**src/rtl/pipeline_hazard_ctrl.sv**
```systemverilog
// pipeline_hazard_ctrl
//    Stall / bubble / flush / multdiv sequencing for the five-stage pipeline.
//    Covers hazards that bypassing cannot resolve: load-use, taken branches
//    and multi-cycle multiply/divide.
//    Optional build macro: HAZARD_MD_TIMEOUT_EN. When defined, a watchdog
//    forces BUSY -> DONE once mdCycles reaches 40 without multdivReady.
module pipeline_hazard_ctrl (
   input  logic        clock,
   input  logic        reset,
   input  logic [31:0] decodeIR,
   input  logic [31:0] executeIR,
   input  logic        branchTaken,
   input  logic        multdivReady,
   output logic        stallFD,
   output logic        stallDX,
   output logic        bubbleXM,
   output logic        bubbleDX,
   output logic        flushFD,
   output logic        multdivStart,
   output logic        multdivResultSel,
   output logic [5:0]  mdCycles
);

   localparam logic [4:0] OP_ALU  = 5'b00000;
   localparam logic [4:0] OP_BNE  = 5'b00010;
   localparam logic [4:0] OP_JR   = 5'b00100;
   localparam logic [4:0] OP_BLT  = 5'b00110;
   localparam logic [4:0] OP_SW   = 5'b00111;
   localparam logic [4:0] OP_LW   = 5'b01000;
   localparam logic [4:0] ALU_MUL = 5'b00110;
   localparam logic [4:0] ALU_DIV = 5'b00111;
   localparam logic [5:0] MD_MAX  = 6'd63;

   typedef enum logic [1:0] {
      IDLE = 2'd0,
      BUSY = 2'd1,
      DONE = 2'd2
   } md_state_t;

   md_state_t  state_q, state_d;
   logic [5:0] md_cycles_q, md_cycles_d;

   // Instruction fields
   logic [4:0] dec_op, dec_rd, dec_rs, dec_rt;
   logic [4:0] ex_op, ex_rd, ex_aluop;
   logic       ex_is_lw, ex_is_md;
   logic [4:0] src_a, src_b;
   logic       use_a, use_b;
   logic       load_use;
   logic       md_timeout;

   assign dec_op   = decodeIR[31:27];
   assign dec_rd   = decodeIR[26:22];
   assign dec_rs   = decodeIR[21:17];
   assign dec_rt   = decodeIR[16:12];
   assign ex_op    = executeIR[31:27];
   assign ex_rd    = executeIR[26:22];
   assign ex_aluop = executeIR[6:2];

   assign ex_is_lw = (ex_op == OP_LW);
   assign ex_is_md = (ex_op == OP_ALU) && ((ex_aluop == ALU_MUL) || (ex_aluop == ALU_DIV));

   // Bits of the instruction words this block never looks at
   logic unused_ir_bits;
   assign unused_ir_bits = ^{decodeIR[11:0], executeIR[21:7], executeIR[1:0]};

   // Pick the decode-stage source registers; sw data (rd) is bypassed at dmem
   always_comb begin
      src_a = dec_rs;
      src_b = dec_rt;
      use_a = 1'b1;
      use_b = 1'b1;
      case (dec_op)
         OP_SW: begin
            src_a = dec_rs;
            use_b = 1'b0;
         end
         OP_BNE, OP_BLT, OP_JR: begin
            src_a = dec_rd;
            src_b = dec_rs;
         end
         default: ;
      endcase
   end

   assign load_use = ex_is_lw && (ex_rd != 5'd0) &&
                     ((use_a && (src_a == ex_rd)) || (use_b && (src_b == ex_rd)));

`ifdef HAZARD_MD_TIMEOUT_EN
   assign md_timeout = (md_cycles_q == 6'd40);
`else
   assign md_timeout = 1'b0;
`endif

   // Multdiv FSM next state, cycle counter and all pipeline control outputs
   always_comb begin
      state_d          = state_q;
      md_cycles_d      = md_cycles_q;
      stallFD          = 1'b0;
      stallDX          = 1'b0;
      bubbleXM         = 1'b0;
      bubbleDX         = 1'b0;
      flushFD          = 1'b0;
      multdivStart     = 1'b0;
      multdivResultSel = 1'b0;

      case (state_q)
         IDLE: begin
            if (ex_is_md) begin
               multdivStart = 1'b1;
               state_d      = BUSY;
               md_cycles_d  = 6'd1;
            end
            // A taken branch squashes the dependent instruction, so no stall
            if (branchTaken) begin
               flushFD  = 1'b1;
               bubbleDX = 1'b1;
            end else if (load_use) begin
               stallFD  = 1'b1;
               bubbleDX = 1'b1;
            end
         end
         BUSY: begin
            stallFD  = 1'b1;
            stallDX  = 1'b1;
            bubbleXM = 1'b1;
            if (multdivReady || md_timeout) begin
               state_d = DONE;
            end else if (md_cycles_q != MD_MAX) begin
               md_cycles_d = md_cycles_q + 6'd1;
            end
         end
         DONE: begin
            // executeIR still holds the mul/div here; it must not restart
            multdivResultSel = 1'b1;
            state_d          = IDLE;
         end
         default: state_d = IDLE;
      endcase

      // Everything is quiet while reset is held, whatever the inputs say
      if (reset) begin
         stallFD          = 1'b0;
         stallDX          = 1'b0;
         bubbleXM         = 1'b0;
         bubbleDX         = 1'b0;
         flushFD          = 1'b0;
         multdivStart     = 1'b0;
         multdivResultSel = 1'b0;
      end
   end

   // State and cycle-count registers
   always_ff @(posedge clock or posedge reset) begin
      if (reset) begin
         state_q     <= IDLE;
         md_cycles_q <= 6'd0;
      end else begin
         state_q     <= state_d;
         md_cycles_q <= md_cycles_d;
      end
   end

   assign mdCycles = md_cycles_q;

endmodule

```
**config.mk**
```make
export PLATFORM = sky130hd
export DESIGN_NAME = pipeline_hazard_ctrl
export DESIGN_NICKNAME = d
export VERILOG_FILES = /design/src/rtl/pipeline_hazard_ctrl.sv
export SDC_FILE = /design/constraint.sdc
export NUM_CORES = 1
export LEC_CHECK = 0
export BUFFER_PORTS_ARGS = -buffer_cell sky130_fd_sc_hd__clkbuf_2
export CORE_MARGIN = 1.5
export CORE_UTILIZATION = 28
export CTS_BUF_LIST = sky130_fd_sc_hd__clkbuf_2 sky130_fd_sc_hd__clkbuf_4 sky130_fd_sc_hd__clkbuf_8
export DETAILED_ROUTE_END_ITERATION = 10
export RECOVER_POWER = 100
export SKIP_CTS_REPAIR_TIMING = 1
export SYNTH_ARGS = -nofsm -noshare
export SYNTH_HDL_FRONTEND = slang
export SYNTH_SLANG_ARGS = --single-unit
```
**constraint.sdc**
```tcl
create_clock -name clock -period 4.41 [get_ports clock]
set_input_delay 0 -clock clock [delete_from_list [all_inputs] [get_ports clock]]
set_output_delay 0 -clock clock [all_outputs]
set_load 0.02 [all_outputs]
```
==> results of run 1 <==
==> cell type report <==
cell class / instances / area, µm²
clock buffer: 3 / 22.52
inverter: 5 / 18.77
sequential: 8 / 200.2
timing repair buffer: 52 / 256.5
tap: 46 / 57.56
fill: 394 / 2082
multi-input combinational: 107 / 725.7
==> routing by layer <==
metal	track usage, %	part of all wire [%]	up-vias
li1	-	-	586
met1	16.11	43	525
met2	24.73	50	35
met3	1.812	5.5	4
met4	4.167	1.0	0
met5	0	0	-
==> per-stage QoR <==
step	utilization [%]	instances	area, µm²
final	38.10	221	1281
after detailed placement	37.39	216	1257
after global routing	38.10	221	1281
after global placement	37.39	216	1257
after floorplan	-	126	983.4
after CTS	38.06	219	1280
==> registers in the layout, indices dropped and copies added, names as in the netlist <==
name,flops
mdCycles,6
state_q,2
==> worst max-delay path, stage by stage <==
cell       delay, ps
clkbuf_2          90
or2_0            380
nor3_1           510
mux2_1           370
a2111oi_0        680
a22oi_1          200
o21ai_1          120
clkbuf_2         180
==> path summary, 6_finish.rpt <==
path                          startpoint           to  cells past startpoint
max in group asynchronous          reset  mdCycles[0]                      3
hold reg to reg              mdCycles[0]  mdCycles[0]                      1
min in group asynchronous          reset  mdCycles[2]                      3
setup reg to reg             mdCycles[0]  mdCycles[5]                      7
hold / removal             executeIR[30]   state_q[0]                      3
setup / recovery            decodeIR[30]      stallFD                      8
==> synth_stat cells, drive strengths merged <==
master,count
a2111oi,1
a211o,1
a211oi,1
a21oi,4
a22o,1
a22oi,2
a311o,1
a32oi,1
and2,1
and4bb,1
buf,3
clkbuf,3
dfrtp,8
ha,1
inv,5
mux2,1
nand2,9
nand2b,2
nand3,3
nand3b,2
nand4,5
nand4bb,1
nor2,11
nor2b,16
nor3,6
nor3b,3
nor4,3
nor4b,1
nor4bb,1
o2111a,1
o2111ai,4
o211ai,1
o21ai,1
o221ai,2
o311a,1
o31ai,2
o32ai,4
or2,2
or4,2
xnor2,1
xor2,7
==> logic make-up (layout without fill, tap and decap cells) <==
family / count (synthesis) / count (layout) / share of synthesized area, %
AO/OA/AOI/OAI: 28 / 28 / 22.77
XOR/XNOR: 8 / 8 / 7.125
adder cells (fa/ha/maj): 1 / 1 / 1.272
buffers and inverters: 11 / 60 / 5.343
flip-flops: 8 / 8 / 20.36
multiplexers: 1 / 1 / 1.145
AND/OR/NAND/NOR: 69 / 69 / 41.98
==> cell usage in the layout (no fill, tap or decap), types with 3 or more instances in the layout <==
master      n
nor4_1      3
o2111ai_1   4
a21oi_1     4
inv_1       5
dfrtp_1     8
xor2_1      7
o32ai_1     4
nand3_1     3
clkbuf_1   11
nor2_1     11
nand2_1     9
nor2b_1    16
clkbuf_2   39
nor3_1      6
clkbuf_4    3
nand4_1     5
==> power by group through the flow <==
stage | combinational [mW] | sequential (mW) | clock, mW
finish | 0.0770 | 0.0817 | 0.0554
CTS | 0.0775 | 0.0817 | 0.0564
detailed placement | 0.0773 | 0.0829 | 0
floorplan | 0.0417 | 0.0858 | 0
global placement | 0.0769 | 0.0831 | 0
global route | 0.0860 | 0.0822 | 0.0604
==> flow_metrics.env, run 1 <==
export IMPL_drv_cap=0
export IMPL_path_class="in -> out"
export IMPL_cts_clk_slew_worst_paths_ps=50
export IMPL_drive_above_1_share_pct=25.71
export IMPL_ant_nets=0
export IMPL_seq_area_frac_synth_pct=20.36
export IMPL_ys_ff_latch=8
export IMPL_fp_dieH_um=62.27
export IMPL_coreArea_um2=3363
export IMPL_cts_tree="built"
export IMPL_nNetsFinal=246
export IMPL_grt_start_max_net_pins=11
export IMPL_synth_distinct_cells=46
export IMPL_area_growth_pct=30.28
export IMPL_status="finished clean"
export IMPL_power_internal_mw=0.1425
export IMPL_power_frac_comb_pct=36.0
export IMPL_drc=0
export IMPL_synth_area_per_cell_um2=7.805
export IMPL_drtIter0Drc=72
export IMPL_holdWs_ps=127.3
export IMPL_synth_top_area_share_pct=20.36
export IMPL_yosysWarnings=0
export IMPL_diodes=0
export IMPL_end_kind="primary output"
export IMPL_h_tree_depth=1
export IMPL_worst_path_max_fanout=8
export IMPL_fmax_mhz=394.2
export IMPL_drt_wl_total_um=2679
export IMPL_antenna_found_initial=0
export IMPL_io_buffers=50
export IMPL_cts_buffer_depth=2
export IMPL_final_max_slew_viol_count=0
export IMPL_syn_nets=195
export IMPL_row_count=21
export IMPL_dr_total_vias=1150
export IMPL_pwr_share_seq_pct=38.2
export IMPL_vias_per_cell=5.204
export IMPL_hold_viol=0
export IMPL_die_area_um2=3877
export IMPL_synth_area_leaders="dfrtp_1 20%, nor2b_1 10%, xor2_1 6.2%"
export IMPL_dp_slack_ps=2144
export IMPL_finalCriticalPeriod_ps=2537
export IMPL_ir_drop_uv=49.84
export IMPL_ff2ff_setup_slack_ps=2660
export IMPL_min_path_type="in -> reg"
export IMPL_skew_ps=1.696
export IMPL_die_w_um=62.27
export IMPL_startpoint_type="input pin"
export IMPL_relSlewSlack_pct=51.32
export IMPL_grt_setup_unrepaired="false"
export IMPL_clkPwrFrac_pct=25.9
export IMPL_required_ps=4410
export IMPL_layout_setup_ws_ps=1873
export IMPL_syn_cell_area_um2=983.4
export IMPL_grt_use_total_pct=13.44
export IMPL_cp_arrival_ps=2540
export IMPL_dp_hpwl_um=2197
export IMPL_fin_tns_setup_ps=0
export IMPL_power_total_mw=0.2140
export IMPL_netSwitchingFraction_pct=33.44
export IMPL_root_buffer="clkbuf_4"
export IMPL_grt_pass1_vias=1036
export IMPL_tightest_slew_ps=711.8
export IMPL_wl_per_cell_um=12.12
export IMPL_period_share_pct=57.53
export IMPL_p_per_area_nw_per_um2=167.1
export IMPL_io_pins=81
export IMPL_numCtsBuffers=3
export IMPL_gp_congestion=0.8763
export IMPL_drtPass1Iterations=4
export IMPL_worstSkewPairLatency_ps=250
export IMPL_syn_inst=126
export IMPL_grt_pass1_wl_um=4422
export IMPL_grt_overflow=0
export IMPL_p_switching_mw=0.07157
export IMPL_cts_sinks=8
export IMPL_start_util_pct=29.24
export IMPL_yosysTopAreaCell="dfrtp_1"
export IMPL_setup_viol=0
export IMPL_power_leakage_nw=0.5468
(Power assumes the default switching activity.)
==> run 2, diff against run 1 <==
- clock period: 4.41 -> 2.1 ns (I/O delays scaled with it)
==> run 2 against run 1 <==
The run now ends with negative hold slack left. Total power increased by 120%. Die area is the same. Clock power rose by 110%. Final area is 4.8% higher. Largest cell class unchanged.
==> flow_metrics.env, run 2 (same netlist as run 1, synthesis figures left out) <==
export IMPL_cp_arrival_ps=1990
export IMPL_worstSkewPairLatency_ps=250
export IMPL_ant_nets=0
export IMPL_critPathSlowestCell="or4_1"
export IMPL_place_area_um2=1318
export IMPL_min_path_type="in -> reg"
export IMPL_cts_buffer_depth=2
export IMPL_cp_top_family="simple AND/OR/NAND/NOR gates"
export IMPL_tightest_slew_ps=428.9
export IMPL_path_class="in -> out"
export IMPL_cpMostUsedCell="clkbuf_2"
export IMPL_cp_num_buf_inv=2
export IMPL_drtPass1Iterations=4
export IMPL_layout_common_cells="39 x clkbuf_2, 16 x nor2b_1, 11 x nor2_1, 11 x clkbuf_1, 9 x nand2_1"
export IMPL_finalCriticalPeriod_ps=1991
export IMPL_root_buffer="clkbuf_4"
export IMPL_cts_clk_slew_worst_paths_ps=50
export IMPL_wl_per_cell_um=11.96
export IMPL_startpoint_type="input pin"
export IMPL_die_w_um=62.27
export IMPL_grt_start_max_net_pins=11
export IMPL_gp_congestion=0.8601
export IMPL_drt_wl_total_um=2726
export IMPL_ff2ff_path_depth=7
export IMPL_period_share_pct=94.80
export IMPL_end_kind="primary output"
export IMPL_grt_pass1_vias=1102
export IMPL_fp_dieH_um=62.27
export IMPL_fmax_mhz=502.3
export IMPL_setup_viol=0
export IMPL_drtIter0Drc=41
export IMPL_nNetsFinal=253
export IMPL_grt_use_total_pct=14.11
export IMPL_grt_pass1_wl_um=4533
export IMPL_grt_setup_unrepaired="false"
export IMPL_hold_viol=1
export IMPL_fin_tns_setup_ps=0
export IMPL_diodes=0
export IMPL_violations="negative hold slack"
export IMPL_cp_cell_sequence="clkbuf_2, or2_1, or4_1, o2111a_1, nor4b_2, nor3b_2, o311a_1, clkbuf_2"
export IMPL_grt_overflow=0
export IMPL_p_per_area_nw_per_um2=344.2
export IMPL_fillers=410
export IMPL_largest_reg_flops=6
export IMPL_relSlewSlack_pct=71.30
export IMPL_h_tree_depth=1
export IMPL_drv_cap=0
export IMPL_dp_hpwl_um=2313
export IMPL_skew_ps=3.274
export IMPL_stdcell_area_um2=1343
export IMPL_required_ps=2100
export IMPL_hold_depth=3
export IMPL_ir_drop_uv=116.3
export IMPL_die_area_um2=3877
export IMPL_vias_per_cell=5.057
export IMPL_cts_tree="built"
export IMPL_drive_above_1_share_pct=30.22
export IMPL_cp_slowest_stage_delay_ps=530
export IMPL_io_pins=81
export IMPL_area_growth_pct=36.51
export IMPL_holdWs_ps=-12.27
export IMPL_dr_total_vias=1153
export IMPL_drc=0
export IMPL_coreArea_um2=3363
export IMPL_antenna_found_initial=0
export IMPL_start_util_pct=29.24
export IMPL_row_count=21
export IMPL_final_common_cell="clkbuf_2"
export IMPL_status="complete, but fails checks"
export IMPL_cts_sinks=8
export IMPL_power_leakage_nw=0.5844
export IMPL_cp_depth=8
export IMPL_final_max_slew_viol_count=0
export IMPL_numCtsBuffers=3
export IMPL_io_buffers=50
export IMPL_worst_path_max_fanout=6
[run 2: worst reg2reg max path: cells and delay by family, from the launching register on]
family,cells,cell delay [ps]
simple gates,4,460
flops,1,430
compound gates,1,320
xor+xnor,1,150
fa+ha+maj,1,270
[run 2: cell type report]
cell class | instances | area (µm²) | share of cell area (%)
Multi-Input combinational cell | 107 | 737.0 | 54.89
Timing Repair Buffer | 59 | 306.5 | 22.83
Sequential cell | 8 | 200.2 | 14.91
Tap cell | 46 | 57.56 | 4.287
Clock buffer | 3 | 22.52 | 1.678
Inverter | 5 | 18.77 | 1.398
[run 2: layer usage]
metal / GRT usage (%) / vias to the layer above / wire (µm)
met5: 0 / - / 0
met4: 6.111 / 0 / 51
met3: 1.449 / 5 / 103
met2: 25.82 / 31 / 1348
met1: 16.63 / 524 / 1223
li1: - / 593 / -
[run 2: final timing paths]
kind | startpoint | to | slack (ps)
setup / recovery | decodeIR[30] | bubbleDX | 110
max in group asynchronous | reset | mdCycles[3] | 1550
hold / removal | multdivReady | state_q[1] | -10
min in group asynchronous | reset | mdCycles[1] | 310
setup reg to reg | mdCycles[0] | mdCycles[5] | 340
hold reg to reg | mdCycles[0] | mdCycles[0] | 550
[run 2: where the power goes]
part           internal [mW]  total (mW)  switching (mW)
logic                 0.0810       0.174          0.0933
registers              0.161       0.172          0.0106
clock network         0.0653       0.116          0.0511
[run 2: stage by stage]
stage	util, %	cells	power, mW	setup WS (ps)
floorplan	-	126	0.2678	297.6
global placement	39.17	224	0.3472	76.27
detailed placement	39.17	224	0.3479	66.94
CTS	39.84	227	0.4664	69.83
global route	39.92	228	0.4949	2.769
finish	39.92	228	0.4621	109.1
==> run 3, diff against run 2 <==
- CELL_PAD_IN_SITES_DETAIL_PLACEMENT: default -> 1
- CELL_PAD_IN_SITES_GLOBAL_PLACEMENT: default -> 1
- CORE_UTILIZATION: 28 -> 23
- PLACE_DENSITY_LB_ADDON: default -> 0.1
- SKIP_CTS_REPAIR_TIMING: 1 -> default
==> run 3 against run 2 <==
The flow now finishes without violations. Global-route usage is 1.1 points higher. Routed wire length grew 23%. Setup slack improved by 16 ps. Via count is 4.3% higher. Register-to-register slack worse by 20 ps. Worst hold slack gained 32 ps. Total power grew 17%. Clock skew down 1.7 ps.
==> flow_metrics.env, run 3 (same netlist as run 1, synthesis figures left out) <==
export IMPL_multiInputGateArea_um2=737.0
export IMPL_layout_common_cells="37 x clkbuf_2, 16 x nor2b_1, 13 x clkbuf_1"
export IMPL_die_w_um=68.39
export IMPL_ir_drop_uv=130.8
export IMPL_r2r_start="mdCycles[0]"
export IMPL_end_kind="primary output"
export IMPL_numCtsBuffers=3
export IMPL_cp_slowest_stage_delay_ps=530
export IMPL_p_per_area_nw_per_um2=395.1
export IMPL_grt_pass1_vias=1270
export IMPL_dr_total_vias=1203
export IMPL_final_common_cell="clkbuf_2"
export IMPL_grt_setup_unrepaired="false"
export IMPL_seqCellArea_um2=200.2
export IMPL_dp_hpwl_um=2801
export IMPL_nNetsFinal=254
export IMPL_cp_cell_sequence="clkbuf_1, or2_1, or4_1, o2111a_1, nor4b_2, nor3b_2, o311a_1, clkbuf_2"
export IMPL_utilization_pct=33.80
export IMPL_row_count=23
export IMPL_area_growth_pct=39.44
export IMPL_min_path_type="in -> reg"
export IMPL_cts_sinks=8
export IMPL_gp_congestion=0.8440
export IMPL_relSlewSlack_pct=71.82
export IMPL_die_area_um2=4677
export IMPL_cts_clk_slew_worst_paths_ps=40
export IMPL_ant_nets=0
export IMPL_root_buffer="clkbuf_8"
export IMPL_drc=0
export IMPL_startpoint_type="input pin"
export IMPL_vias_per_cell=5.163
export IMPL_status="finished clean"
export IMPL_cts_tree="built"
export IMPL_power_leakage_nw=0.5927
export IMPL_power_total_mw=0.5419
export IMPL_antenna_found_initial=0
export IMPL_cts_buffer_depth=2
export IMPL_cp_arrival_ps=1980
export IMPL_holdWs_ps=19.74
export IMPL_grt_use_total_pct=15.19
export IMPL_fp_dieH_um=68.39
export IMPL_skew_ps=1.558
export IMPL_drive_above_1_share_pct=29.51
export IMPL_cp_top_family="simple AND/OR/NAND/NOR gates"
export IMPL_worstSkewPairLatency_ps=230
export IMPL_wl_per_cell_um=14.34
export IMPL_final_max_slew_viol_count=0
export IMPL_finalCriticalPeriod_ps=1975
export IMPL_required_ps=2100
export IMPL_tightest_slew_ps=420.1
export IMPL_grt_pass1_wl_um=5457
export IMPL_io_buffers=50
export IMPL_h_tree_depth=1
export IMPL_fmax_mhz=506.3
export IMPL_grt_overflow=0
export IMPL_start_util_pct=24.24
export IMPL_largest_reg_flops=6
export IMPL_drt_wl_total_um=3341
export IMPL_drtIter0Drc=44
export IMPL_diodes=0
export IMPL_io_pins=81
export IMPL_drv_cap=0
export IMPL_grt_start_max_net_pins=11
export IMPL_worst_path_max_fanout=6
export IMPL_critPathSlowestCell="or4_1"
export IMPL_fin_tns_setup_ps=0
export IMPL_setup_worst_path_start="decodeIR[30]"
export IMPL_setup_viol=0
export IMPL_hold_viol=0
export IMPL_coreArea_um2=4058
export IMPL_path_class="in -> out"
export IMPL_drtPass1Iterations=4
export IMPL_hold_start="multdivReady"
export IMPL_period_share_pct=94.06
export IMPL_cp_num_buf_inv=2
export IMPL_postCtsSetupRepairBufs=0
export IMPL_fillers=522
-- run 3: cell types whose count changed in the layout (fill, tap and decap cells not counted), sizes merged --
| cell | previous run | this run |
|---|---|---|
| clkbuf | 54 | 53 |
| buf | 7 | 9 |
-- run 3: metrics by stage --
stage	worst slack [ps]	cell area [µm²]	instances
after floorplan	297.6	983.4	126
after global placement	69.75	1330	229
after detailed placement	54.05	1330	229
after CTS	47.29	1381	233
after global routing	14.12	1371	233
final	124.8	1371	233
-- run 3: timing repair --
item / CTS / global route
hold endpoints to repair: 8 / 0
endpoints found under the setup margin: 0 / 2
hold buffers: 1 / 0
gates resized for setup: 0 / 2
-- run 3: worst paths after layout --
path / to / cells past startpoint / slack, ps
setup / recovery: bubbleDX / 8 / 120
hold / removal: state_q[1] / 3 / 20
setup reg to reg: mdCycles[3] / 7 / 320
hold reg to reg: mdCycles[0] / 1 / 540
max in group asynchronous: mdCycles[0] / 3 / 1510
min in group asynchronous: mdCycles[3] / 3 / 350
-- run 3: area by class of cell --
cell class	count	share of cell area, %
Clock buffer	3	3.011
Inverter	5	1.369
Multi-Input combinational cell	107	53.74
Sequential cell	8	14.60
Tap cell	50	4.562
Timing Repair Buffer	60	22.72
-- run 3: layer usage --
layer / routed length, µm / GRT usage, %
met5: 0 / 0
met4: 95 / 6.250
met3: 175 / 2.138
met2: 1706 / 27.88
met1: 1363 / 17.31
-- run 3: worst min-delay path, cell delays in order --
cell      delay [ps]
clkbuf_2          90
inv_1             70
nor2_1            50
-- run 3: power by group --
part           total, mW  internal [mW]  leakage, nW  switching [mW]
clock              0.191          0.125       0.0216          0.0664
sequential         0.172          0.161        0.107          0.0106
combinational      0.179         0.0808        0.464          0.0980
total              0.542          0.367        0.593           0.175
